$ cat src/rtl/buf_reader_stream_if.sv
// buf_reader_stream_if: Wishbone read bus plus the outgoing pixel stream of buf_reader_stream.
// The master modport is the reader; the slave modport is the memory plus the panel consumer.
interface buf_reader_stream_if #(
  parameter int unsigned ADDR_WIDTH = 16,
  parameter int unsigned DATA_WIDTH = 32
) ();
  logic [ADDR_WIDTH-1:0] wbm_address;
  logic [DATA_WIDTH-1:0] wbm_writedata;
  logic [DATA_WIDTH-1:0] wbm_readdata;
  logic                  wbm_strobe;
  logic                  wbm_cycle;
  logic                  wbm_write;
  logic                  wbm_ack;
  logic [23:0]           pix_data;
  logic                  pix_valid;
  logic                  pix_ready;
  logic                  pix_eol;
  logic                  pix_eof;

  modport master (
    output wbm_address, wbm_writedata, wbm_strobe, wbm_cycle, wbm_write,
    input  wbm_readdata, wbm_ack,
    output pix_data, pix_valid, pix_eol, pix_eof,
    input  pix_ready
  );

  modport slave (
    input  wbm_address, wbm_writedata, wbm_strobe, wbm_cycle, wbm_write,
    output wbm_readdata, wbm_ack,
    input  pix_data, pix_valid, pix_eol, pix_eof,
    output pix_ready
  );
endinterface

$ cat src/rtl/buf_reader_stream.sv
// buf_reader_stream: reads one frame buffer over Wishbone in raster order and streams each
// pixel out on a valid/ready interface with end-of-line / end-of-frame markers.
// Optional feature macro: BUF_READER_ACK_TIMEOUT_EN (ack timeout with sticky rd_error).
`ifndef IMG_WIDTH
`define IMG_WIDTH 64
`endif
`ifndef IMG_HEIGHT
`define IMG_HEIGHT 32
`endif

module buf_reader_stream #(
  parameter int unsigned ADDR_WIDTH  = 16,
  parameter int unsigned DATA_WIDTH  = 32,
  parameter int unsigned ACK_TIMEOUT = 255,
  parameter int unsigned IMG_WIDTH   = `IMG_WIDTH,
  parameter int unsigned IMG_HEIGHT  = `IMG_HEIGHT
) (
  input  logic                  clk,
  input  logic                  reset,
  input  logic [DATA_WIDTH-1:0] buf_id,
  input  logic                  read_buf,
  output logic                  buf_read,
  output logic                  busy,
  output logic                  rd_error,
  buf_reader_stream_if.master   bus
);

  localparam int unsigned PixStep    = DATA_WIDTH / 8;
  localparam int unsigned FrameBytes = IMG_WIDTH * IMG_HEIGHT * PixStep;

  typedef enum logic [2:0] {StIdle, StInit, StRead, StPush, StNext, StDone} state_e;

  state_e                state_q, state_d;
  logic [ADDR_WIDTH-1:0] row_q, row_d;
  logic [ADDR_WIDTH-1:0] col_q, col_d;
  logic [ADDR_WIDTH-1:0] addr_q, addr_d;
  logic [23:0]           pix_q, pix_d;
  logic                  last_col, last_row;
  logic                  timeout;
  logic                  rd_start;

  // Buffers are laid out back to back, one frame of pixel words each; wraps with the bus.
  function automatic logic [ADDR_WIDTH-1:0] addr_for_buf_id(input logic [DATA_WIDTH-1:0] id);
    return ADDR_WIDTH'(id) * ADDR_WIDTH'(FrameBytes);
  endfunction

  assign last_col = (col_q == ADDR_WIDTH'(IMG_WIDTH - 1));
  assign last_row = (row_q == ADDR_WIDTH'(IMG_HEIGHT - 1));
  assign rd_start = (state_q == StIdle) && read_buf;

  // Next-state and datapath updates for the read/push sequence.
  always_comb begin
    state_d = state_q;
    row_d   = row_q;
    col_d   = col_q;
    addr_d  = addr_q;
    pix_d   = pix_q;
    case (state_q)
      StIdle: begin
        if (read_buf) state_d = StInit;
      end
      StInit: begin
        row_d   = '0;
        col_d   = '0;
        addr_d  = addr_for_buf_id(buf_id);
        state_d = StRead;
      end
      StRead: begin
        // An ack in the timeout cycle still completes the read.
        if (bus.wbm_ack) begin
          pix_d   = bus.wbm_readdata[23:0];
          state_d = StPush;
        end else if (timeout) begin
          state_d = StDone;
        end
      end
      StPush: begin
        if (bus.pix_ready) state_d = (last_row && last_col) ? StDone : StNext;
      end
      StNext: begin
        addr_d = addr_q + ADDR_WIDTH'(PixStep);
        if (last_col) begin
          col_d = '0;
          row_d = row_q + 1'b1;
        end else begin
          col_d = col_q + 1'b1;
        end
        state_d = StRead;
      end
      StDone: begin
        state_d = StIdle;
      end
      default: begin
        state_d = StIdle;
      end
    endcase
  end

  // State, counters, address and pixel registers.
  always_ff @(posedge clk) begin
    if (!reset) begin
      state_q <= StIdle;
      row_q   <= '0;
      col_q   <= '0;
      addr_q  <= '0;
      pix_q   <= '0;
    end else begin
      state_q <= state_d;
      row_q   <= row_d;
      col_q   <= col_d;
      addr_q  <= addr_d;
      pix_q   <= pix_d;
    end
  end

`ifdef BUF_READER_ACK_TIMEOUT_EN
  localparam int unsigned WaitW = $clog2(ACK_TIMEOUT + 1);

  logic [WaitW-1:0] wait_q, wait_d;
  logic             err_q, err_d;

  // Expires on the cycle the unacknowledged count would reach ACK_TIMEOUT.
  assign timeout = (state_q == StRead) && !bus.wbm_ack && (wait_q == WaitW'(ACK_TIMEOUT - 1));

  // Wait counter runs only inside READ; error is sticky until the next accepted start.
  always_comb begin
    wait_d = '0;
    if ((state_q == StRead) && !bus.wbm_ack) wait_d = wait_q + 1'b1;
    err_d = err_q;
    if (rd_start) begin
      err_d = 1'b0;
    end else if (timeout) begin
      err_d = 1'b1;
    end
  end

  // Timeout counter and error flag registers.
  always_ff @(posedge clk) begin
    if (!reset) begin
      wait_q <= '0;
      err_q  <= 1'b0;
    end else begin
      wait_q <= wait_d;
      err_q  <= err_d;
    end
  end

  assign rd_error = reset & err_q;
`else
  logic unused_cfg;
  assign unused_cfg = ^{32'(ACK_TIMEOUT), rd_start};
  assign timeout    = 1'b0;
  assign rd_error   = 1'b0;
`endif

  logic unused_bits;
  assign unused_bits = ^{bus.wbm_readdata[DATA_WIDTH-1:24], buf_id};

  // Outputs are decoded straight from state and forced low while reset is held.
  assign bus.wbm_cycle     = reset && (state_q == StRead);
  assign bus.wbm_strobe    = reset && (state_q == StRead);
  assign bus.wbm_write     = 1'b0;
  assign bus.wbm_writedata = '0;
  assign bus.wbm_address   = reset ? addr_q : '0;
  assign bus.pix_valid     = reset && (state_q == StPush);
  assign bus.pix_data      = reset ? pix_q : '0;
  assign bus.pix_eol       = reset && last_col;
  assign bus.pix_eof       = reset && last_col && last_row;
  assign buf_read          = reset && (state_q == StDone);
  assign busy              = reset && (state_q != StIdle);

endmodule

$ cat src/flat_wrapper.sv
// flat-port wrapper written by rule: the top's interface ports become plain ports
module buf_reader_stream_flat 
#(
  parameter int unsigned ADDR_WIDTH  = 16,
  parameter int unsigned DATA_WIDTH  = 32,
  parameter int unsigned ACK_TIMEOUT = 255,
  parameter int unsigned IMG_WIDTH   = `IMG_WIDTH,
  parameter int unsigned IMG_HEIGHT  = `IMG_HEIGHT
)
  (clk, reset, buf_id, read_buf, buf_read, busy, rd_error, bus_wbm_address, bus_wbm_writedata, bus_wbm_strobe, bus_wbm_cycle, bus_wbm_write, bus_wbm_readdata, bus_wbm_ack, bus_pix_data, bus_pix_valid, bus_pix_eol, bus_pix_eof, bus_pix_ready);
  buf_reader_stream_if #(.ADDR_WIDTH(ADDR_WIDTH), .DATA_WIDTH(DATA_WIDTH)) bus_i ();
  input  logic clk;
  input  logic reset;
  input  logic [DATA_WIDTH-1:0] buf_id;
  input  logic read_buf;
  output logic buf_read;
  output logic busy;
  output logic rd_error;
  output wire logic [$bits(bus_i.wbm_address)-1:0] bus_wbm_address;
  output wire logic [$bits(bus_i.wbm_writedata)-1:0] bus_wbm_writedata;
  output wire logic [$bits(bus_i.wbm_strobe)-1:0] bus_wbm_strobe;
  output wire logic [$bits(bus_i.wbm_cycle)-1:0] bus_wbm_cycle;
  output wire logic [$bits(bus_i.wbm_write)-1:0] bus_wbm_write;
  input wire logic [$bits(bus_i.wbm_readdata)-1:0] bus_wbm_readdata;
  input wire logic [$bits(bus_i.wbm_ack)-1:0] bus_wbm_ack;
  output wire logic [$bits(bus_i.pix_data)-1:0] bus_pix_data;
  output wire logic [$bits(bus_i.pix_valid)-1:0] bus_pix_valid;
  output wire logic [$bits(bus_i.pix_eol)-1:0] bus_pix_eol;
  output wire logic [$bits(bus_i.pix_eof)-1:0] bus_pix_eof;
  input wire logic [$bits(bus_i.pix_ready)-1:0] bus_pix_ready;
  assign bus_wbm_address = bus_i.wbm_address;
  assign bus_wbm_writedata = bus_i.wbm_writedata;
  assign bus_wbm_strobe = bus_i.wbm_strobe;
  assign bus_wbm_cycle = bus_i.wbm_cycle;
  assign bus_wbm_write = bus_i.wbm_write;
  assign bus_i.wbm_readdata = bus_wbm_readdata;
  assign bus_i.wbm_ack = bus_wbm_ack;
  assign bus_pix_data = bus_i.pix_data;
  assign bus_pix_valid = bus_i.pix_valid;
  assign bus_pix_eol = bus_i.pix_eol;
  assign bus_pix_eof = bus_i.pix_eof;
  assign bus_i.pix_ready = bus_pix_ready;
  buf_reader_stream #(.ADDR_WIDTH(ADDR_WIDTH), .DATA_WIDTH(DATA_WIDTH), .ACK_TIMEOUT(ACK_TIMEOUT), .IMG_WIDTH(IMG_WIDTH), .IMG_HEIGHT(IMG_HEIGHT)) u_core (.clk(clk), .reset(reset), .buf_id(buf_id), .read_buf(read_buf), .buf_read(buf_read), .busy(busy), .rd_error(rd_error), .bus(bus_i));
endmodule
$ cat config.mk
export PLATFORM = sky130hd
export DESIGN_NAME = buf_reader_stream_flat
export DESIGN_NICKNAME = d
export VERILOG_FILES = /design/src/rtl/buf_reader_stream_if.sv /design/src/rtl/buf_reader_stream.sv /design/src/flat_wrapper.sv
export SDC_FILE = /design/constraint.sdc
export NUM_CORES = 1
export LEC_CHECK = 0
export BUFFER_PORTS_ARGS = -buffer_cell sky130_fd_sc_hd__buf_2
export CORE_MARGIN = 8
export CORE_UTILIZATION = 45
export DETAILED_ROUTE_END_ITERATION = 10
export GPL_ROUTABILITY_DRIVEN = 0
export PLACE_DENSITY = 0.77
export SLEW_MARGIN = 10
export SYNTH_ARGS = -nofsm -noshare
export SYNTH_HDL_FRONTEND = slang
export SYNTH_SLANG_ARGS = --single-unit
$ cat constraint.sdc
create_clock -name clk -period 2.1 [get_ports clk]
set_clock_uncertainty 0.15 [all_clocks]
set_input_delay 0.21 -clock clk [delete_from_list [all_inputs] [get_ports clk]]
set_output_delay 0.21 -clock clk [all_outputs]
set_load 0.01 [all_outputs]
# --- Yosys cells after proc, flatten, opt, wreduce, memory -nomap -nowiden ---
# Index checks and enable logic that the tools add are counted.
word_totals:
  register_bits: 75
  in_bits: 69
  output_inout_bits: 81
  word_cells: 45
classes:
  n_addsub: 3
  n_eq_ne: 11
  muxes: 12
  n_reduce_logical: 14
op_table:
  columns: ["cell", "count"]
  rows:
  - ["16-bit case mux with 2 select lines", 3]
  - ["16-bit two-way mux", 3]
  - ["16-bit by 1-bit adder with 16-bit output (second input constant)", 2]
  - ["24-bit two-way mux", 1]
  - ["16-bit by 3-bit adder with 16-bit output (second input constant)", 1]
  - ["16-bit by 5-bit == test with 1-bit output (second input constant)", 1]
  - ["16-bit by 6-bit == test with 1-bit output (second input constant)", 1]
  - ["3-bit case mux with 4 select lines", 1]
  - ["3-bit two-way mux", 3]
  - ["1-bit logical AND", 7]
  - ["3-bit by 2-bit == test with 1-bit output (second input constant)", 2]
  - ["3-bit == test (second input constant)", 2]
  - ["2-bit != test (second input constant)", 3]
  - ["2-bit AND reduction", 2]
  - ["3-bit by 1-bit == test with 1-bit output (second input constant)", 1]
  - ["3-bit zero test", 1]
  - ["3-bit AND reduction", 1]
  - ["3-bit nonzero test", 1]
  - ["2-bit by 1-bit != test with 1-bit output (second input constant)", 1]
  - ["2-bit nonzero test", 1]
  - ["2-bit OR reduction", 1]
  - ["1-bit two-way mux", 1]

# --- Longest topological paths before layout ---
# Gate-level depths: netlist (run 1).
depth:
  word_depth: 5
  mapped_depth: 9
  depth_no_buf: 6

# --- Least setup slack after synthesis (run 1) ---
# Ideal clock, no wire load.
synth_timing:
  path_kind: "flip-flop to flip-flop"
  start: "register u_core.col_q[0]"
  end: "register u_core.col_q[12]"
  setup_ns: 0.091
  arrival_ns: 1.805
  required_time_ns: 1.859
  path_slack_ns: 0.055
  stages_incl_launch_ff: 10
  path_buffers: 3
  synth_period_minus_slack_ns: 2.045
  path_cell_list: "dfxtp_1 ha_1 and4_1 clkbuf_2 and4_1 buf_2 nor2_4 buf_4 nand2_1 a311oi_1"
synth_between:
  elab_chain_cells: 3
  elab_cells_between_ends: 4
  cone_classes: "add/sub: 1; eq/ne: 1; mux: 2"
synth_lines:
  columns: ["element", "line_no", "text"]
  rows:
  - ["start: declaration", "buf_reader_stream.sv:35", "logic [ADDR_WIDTH-1:0] col_q, col_d;"]
  - ["start signal: assignment", "buf_reader_stream.sv:110", "col_q <= col_d;"]
  - ["16-bit by 1-bit adder with 16-bit output or 16-bit by 6-bit == test with 1-bit output (tied branches)", "buf_reader_stream.sv:86, buf_reader_stream.sv:47", null]
  - ["16-bit two-way mux *", "buf_reader_stream.sv:82", "if (last_col) begin"]
  - ["16-bit case mux with 2 select lines *", "buf_reader_stream.sv:58", "case (state_q)"]
# Mark *: on every way between the ends. The rest lies on a longest branch, timed or not.
# A chain may end at the register's enable or synchronous reset.

# --- Worst setup path after layout (run 1) ---
layout_timing:
  start: "register u_core.col_q[12]"
  end: "output bus_pix_eof"
layout_between:
  elab_chain_cells: 3
layout_lines:
  columns: ["element", "line_no", "text"]
  rows:
  - ["16-bit by 6-bit == test with 1-bit output", "buf_reader_stream.sv:47", "assign last_col = (col_q == ADDR_WIDTH'(IMG_WIDTH - 1));"]
  - ["1-bit logical AND (2 in a row)", "buf_reader_stream.sv:168", "assign bus.pix_eof = reset && last_col && last_row;"]
  - ["end: declaration", "flat_wrapper.sv:29", "output wire logic [$bits(bus_i.pix_eof)-1:0] bus_pix_eof;"]
# No other way between the ends.

==> flow_metrics.env, run 1 <==
export IMPL_netlist_area_leader_share_pct=36.53
export IMPL_antenna_found_initial=0
export IMPL_clk_pin_slew_worst_paths_ns=0.08
export IMPL_worstSkewPairLatency_ns=0.37
export IMPL_nNetsFinal=709
export IMPL_status="complete, but fails checks"
export IMPL_fmax_mhz=445.9
export IMPL_numClockSinks=73
export IMPL_fp_dieW_um=110.3
export IMPL_drv_slew=0
export IMPL_cp_cell_sequence="nor4_4 > nand4_1 > buf_4 > nor4_4 > buf_2"
export IMPL_die_y_um=110.3
export IMPL_critPathLaunch="u_core.col_q[12]$_SDFFE_PN0N_"
export IMPL_grtUsageTotal_pct=18.84
export IMPL_crit_type="reg -> out"
export IMPL_period_needed_ns=2.243
export IMPL_yosysWarnings=0
export IMPL_slew_headroom_pct=46.68
export IMPL_pin_count=150
export IMPL_r2r_slack_ns=-0.04
export IMPL_wl_per_cell_um=15.63
export IMPL_setup_viol=3
export IMPL_clock_path_buffers=2
export IMPL_vias=4031
export IMPL_cp_max_fo=5
export IMPL_diodes=0
export IMPL_whs_ns=0.01591
export IMPL_grt_ovfl_total=0
export IMPL_synthArstFlopShare_pct=0
export IMPL_crit_cells=5
export IMPL_htree_levels=3
export IMPL_hold_path_class="in -> reg"
export IMPL_areaGrowthSynthToFinish_pct=28.28
export IMPL_reg2reg_to="u_core.state_q[0]$_SDFFE_PN0P_"
export IMPL_worstPathArrival_ns=1.88
export IMPL_drc=0
export IMPL_port_buffers=76
export IMPL_avgSynthCellArea_sq_um=7.737
export IMPL_dieArea_sq_um=12160
export IMPL_start_kind="flip-flop"
export IMPL_r2r_start="u_core.row_q[0]$_SDFFE_PN0P_"
export IMPL_p_leak_nw=2.181
export IMPL_via_per_inst=5.375
export IMPL_num_rows=34
export IMPL_cp_common_cell="nor4_4"
export IMPL_power_total_mw=3.158
export IMPL_maxCapViolations=0
export IMPL_totalWireLength_um=11720
export IMPL_ant_nets=0
export IMPL_cts_root_buffer="clkbuf_8"
export IMPL_grt_start_max_net_pins=37
export IMPL_end_kind="primary output"
export IMPL_netlist_top_cell_by_area="dfxtp_1"
export IMPL_finalHoldViolCount=0
export IMPL_cts_inserted_buffers=9
export IMPL_grt_pass1_wl_um=18510
export IMPL_peakVddDrop_uv=574.3
export IMPL_start_util_pct=46.09
export IMPL_cp_top_family="simple AND/OR/NAND/NOR gates"
export IMPL_synthFlopType="dfxtp_1"
export IMPL_layout_setup_ws_ns=-0.1427
export IMPL_ys_seq_area_share_pct=36.53
export IMPL_power_density_nw_per_um2=615.5
export IMPL_synth_edf_count=0
export IMPL_required_ns=1.74
export IMPL_cp_num_buf_inv=2
export IMPL_drt_first_iter_violations=282
export IMPL_period_share_pct=106.8
export IMPL_slowest_stage="dfxtp_2"
export IMPL_cts_tree="yes"
export IMPL_worst_pin_slew_ns=0.7998
export IMPL_core_sq_um=8678
export IMPL_netlist_area_sq_um=4000
export IMPL_failed_checks="setup timing"
export IMPL_hpwl_um=7393
export IMPL_drt_pass1_iterations=4
export IMPL_place_ws_ns=0.07504
export IMPL_drive_gt1_share_pct=25.23
export IMPL_slowest_delay_ns=0.36
export IMPL_rsz0062_at_grt="yes"
export IMPL_syn_inst=517
export IMPL_synthDistinctLibCells=57
export IMPL_grt_pass1_vias=3940
export IMPL_synth_ff_latch_count=73
export IMPL_crit_end="bus_pix_eof"
export IMPL_reg2reg_depth=10
export IMPL_synthTopCellsByArea="dfxtp_1 (37%), nand2_1 (8.3%), buf_4 (7.3%)"
-- cell families after synthesis --
logic type,Yosys count,share of synthesized area [%]
xor+xnor,10,2.190
compound gates,96,14.86
buf+inv,75,11.01
mux,6,1.689
flops,73,36.53
simple gates,253,32.69
other cells,1,0.09375
fa+ha+maj,3,0.9385
-- what timing repair did --
item	4_1_cts	5_1_grt
pin swaps	2	6
gates resized for setup	9	9
endpoints found under the hold margin	26	0
buffers inserted	7	7
endpoints found under the setup margin	2	16
hold buffers	26	0
-- power breakdown --
part	internal (mW)	switching [mW]	total (mW)
clock network	0.804	0.596	1.40
logic	0.130	0.207	0.337
registers	1.41	0.0151	1.42
total	2.34	0.818	3.16
-- stage by stage --
step / TNS [ns] / cell area [sq um] / utilization (%) / cells
global placement: 0 / 4433 / 51.08 / 694
finish: -0.2283 / 5131 / 59.13 / 750
floorplan: 0 / 4131 / - / 552
detailed placement: 0 / 4433 / 51.08 / 694
global route: -0.4469 / 5131 / 59.13 / 750
CTS: -0.1737 / 5039 / 58.06 / 743
-- cells in the final DEF (no fill, tap or decap), types with 7 or more instances in the layout --
cell           instances
and2_1                40
buf_4                 38
buf_2                 76
xnor2_1                7
a21oi_1               48
conb_1                36
o21ai_0               11
and3_1                11
nand4_1                9
nor2_1                41
nand2_1               88
dfxtp_1               68
nor3_1                12
nand3_1               13
dlygate4sd3_1         26
clkbuf_8               9
-- layer usage --
layer | up-vias | part of all wire (%) | GRT usage (%)
li1 | 1954 | - | -
met1 | 1912 | 40 | 21.47
met2 | 146 | 49 | 31.70
met3 | 19 | 9.4 | 7.093
met4 | 0 | 1.6 | 6.375
met5 | - | 0 | 0
-- flip-flops by register name, indices dropped and copies added, names as in the netlist --
register,flops
u_core.addr_q,14
u_core.col_q,16
u_core.pix_q,24
u_core.row_q,16
u_core.state_q,3
-- worst min-delay path by stage --
stage | end | cells past startpoint | start | slack, ns
after floorplan | u_core.state_q[2]$_SDFFE_PN0P_ | 1 | bus_pix_ready | 0.18
after global placement | u_core.pix_q[23]$_SDFFE_PN0P_ | 2 | u_core.pix_q[23]$_SDFFE_PN0P_ | 0.29
after CTS | u_core.addr_q[13]$_SDFFE_PN0N_ | 3 | buf_id[0] | 0.0005
final | u_core.addr_q[13]$_SDFFE_PN0N_ | 3 | buf_id[0] | 0.02
after global routing | u_core.addr_q[13]$_SDFFE_PN0N_ | 3 | buf_id[0] | 0.03
after detailed placement | u_core.pix_q[22]$_SDFFE_PN0P_ | 2 | u_core.pix_q[22]$_SDFFE_PN0P_ | 0.29
-- cell usage after synthesis, drive strengths merged (10+ instances only) --
| cell type | number |
|---|---|
| o21ai | 12 |
| a21oi | 49 |
| dfxtp | 73 |
| nor3 | 14 |
| and3 | 11 |
| nor2 | 42 |
| buf | 43 |
| and2 | 40 |
| clkbuf | 25 |
| nand4 | 10 |
| nand3 | 13 |
| nand2 | 88 |
-- worst reg2reg max path: cells and delay by family, from the launching register on --
kind | cells | cell delay (ns)
simple gates | 3 | 0.54
buf+inv | 4 | 0.57
compound gates | 2 | 0.29
flops | 1 | 0.37
fa+ha+maj | 1 | 0.15
-- area by class of cell --
class,instances,area [sq um]
inverters,7,26.28
multi-input cells,404,2297
fillers,725,3547
repair buffers,142,953.4
well taps,108,135.1
flip-flops and latches,73,1470
clock inverters,7,125.1
clock buffers,9,123.9
(Power assumes the default switching activity.)
==> run 2, diff against run 1 <==
--- a/config.mk
+++ b/config.mk
@@ -8,6 +8,7 @@
 export BUFFER_PORTS_ARGS = -buffer_cell sky130_fd_sc_hd__buf_2
 export CORE_MARGIN = 8
 export CORE_UTILIZATION = 45
+export CTS_BUF_LIST = sky130_fd_sc_hd__clkbuf_16
 export DETAILED_ROUTE_END_ITERATION = 10
 export GPL_ROUTABILITY_DRIVEN = 0
 export PLACE_DENSITY = 0.77
==> flow_metrics.env, run 2 (synthesized netlist as in run 1, its figures left out) <==
export IMPL_hpwl_um=7393
export IMPL_clock_path_buffers=2
export IMPL_wl_per_cell_um=15.75
export IMPL_whs_ns=0.03748
export IMPL_final_cell_mix="nand2_1 (88), buf_2 (77), dfxtp_1 (69)"
export IMPL_drc=0
export IMPL_hold_path_class="in -> reg"
export IMPL_drt_pass1_iterations=5
export IMPL_drive_gt1_share_pct=25.19
export IMPL_end_kind="primary output"
export IMPL_maxCapViolations=0
export IMPL_port_buffers=76
export IMPL_start_kind="flip-flop"
export IMPL_pin_count=150
export IMPL_ant_nets=0
export IMPL_nNetsFinal=710
export IMPL_diodes=0
export IMPL_power_total_mw=3.568
export IMPL_grtUsageTotal_pct=19.10
export IMPL_period_needed_ns=2.207
export IMPL_totalWireLength_um=11830
export IMPL_seq_area_sq_um=1469
export IMPL_multiInputGateArea_sq_um=2297
export IMPL_cts_tree="yes"
export IMPL_failed_checks="setup timing"
export IMPL_cp_max_fo=4
export IMPL_grt_pass1_vias=3999
export IMPL_num_fill_cells=715
export IMPL_layout_setup_ws_ns=-0.1075
export IMPL_grt_ovfl_total=0
export IMPL_grt_pass1_wl_um=18780
export IMPL_top_regs="u_core.pix_q x24, u_core.col_q x16, u_core.row_q x16"
export IMPL_peakVddDrop_uv=734.9
export IMPL_largest_register_ffs=24
export IMPL_required_ns=1.74
export IMPL_cts_inserted_buffers=9
export IMPL_drv_slew=0
export IMPL_final_common_cell="nand2_1"
export IMPL_via_per_inst=5.469
export IMPL_worstPathArrival_ns=1.85
export IMPL_finalHoldViolCount=0
export IMPL_rsz0062_at_grt="yes"
export IMPL_antenna_found_initial=0
export IMPL_status="complete, but fails checks"
export IMPL_cts_root_buffer="clkbuf_16"
export IMPL_dp_cells=694
export IMPL_areaGrowthSynthToFinish_pct=30.59
export IMPL_fin_tns_setup_ns=-0.1700
export IMPL_start_util_pct=46.09
export IMPL_grt_start_max_net_pins=37
export IMPL_largest_register="u_core.pix_q"
export IMPL_fmax_mhz=453.0
export IMPL_dieArea_sq_um=12160
export IMPL_drt_first_iter_violations=278
export IMPL_crit_type="reg -> out"
export IMPL_period_share_pct=105.1
export IMPL_slew_headroom_pct=45.56
export IMPL_worst_pin_slew_ns=0.8166
export IMPL_die_y_um=110.3
export IMPL_worstSkewPairLatency_ns=0.33
export IMPL_final_cells=751
export IMPL_fp_dieW_um=110.3
export IMPL_htree_levels=3
export IMPL_power_density_nw_per_um2=683.1
export IMPL_numClockSinks=73
export IMPL_setup_viol=3
export IMPL_core_sq_um=8678
export IMPL_p_leak_nw=2.229
export IMPL_clk_pin_slew_worst_paths_ns=0.06
export IMPL_num_rows=34
export IMPL_vias=4107
==> run 2: area by class of cell <==
type	count	share of cell area [%]
well taps	108	2.587
repair buffers	143	18.11
inverters	7	0.5030
multi-input cells	404	43.98
flip-flops and latches	73	28.12
clock buffers	9	4.311
clock inverters	7	2.395
==> run 2: timing repair <==
item,CTS,global route
pin swaps,2,7
hold buffers,26,0
setup endpoints to repair,2,17
hold endpoints to repair,26,0
gates resized for setup,9,7
buffers inserted,7,8
==> run 2: path summary, 6_finish.rpt <==
kind / startpoint / to / slack (ns) / cells after the start
worst max-delay path: u_core.row_q[0]$_SDFFE_PN0P_ / bus_pix_eof / -0.11 / 6
worst min-delay path: buf_id[0] / u_core.addr_q[13]$_SDFFE_PN0N_ / 0.04 / 3
worst max register to register: u_core.row_q[0]$_SDFFE_PN0P_ / u_core.state_q[0]$_SDFFE_PN0P_ / -0.06 / 10
worst min register to register: u_core.pix_q[22]$_SDFFE_PN0P_ / u_core.pix_q[22]$_SDFFE_PN0P_ / 0.30 / 2
==> run 2: layer usage <==
layer,track usage (%),vias to the layer above,share of wire [%]
met5,0,-,0
li1,-,1971,-
met1,22.04,1924,40
met2,31.53,186,48
met4,8.468,0,2.5
met3,6.337,26,9.3
==> run 2: per-stage QoR <==
| step | cell area, sq um | setup slack [ns] | util (%) |
|---|---|---|---|
| global route | 5224 | -0.1653 | 60.19 |
| CTS | 5140 | -0.08458 | 59.23 |
| detailed placement | 4433 | 0.07504 | 51.08 |
| floorplan | 4131 | 0.05450 | - |
| finish | 5224 | -0.1075 | 60.19 |
| global placement | 4433 | 0.08336 | 51.08 |
==> run 2: report_power, final <==
part / internal [mW] / total [mW] / switching, mW / leakage, nW
clock: 1.18 / 1.81 / 0.632 / 0.171
combinational: 0.130 / 0.338 / 0.209 / 1.47
sequential: 1.41 / 1.42 / 0.0150 / 0.592
==> run 2: critical path, stage by stage, from the launching register on <==
cell	delay, ns
dfxtp_4	0.36
ha_4	0.15
and4_4	0.23
nand4_1	0.15
buf_4	0.19
nor4_4	0.25
buf_2	0.19
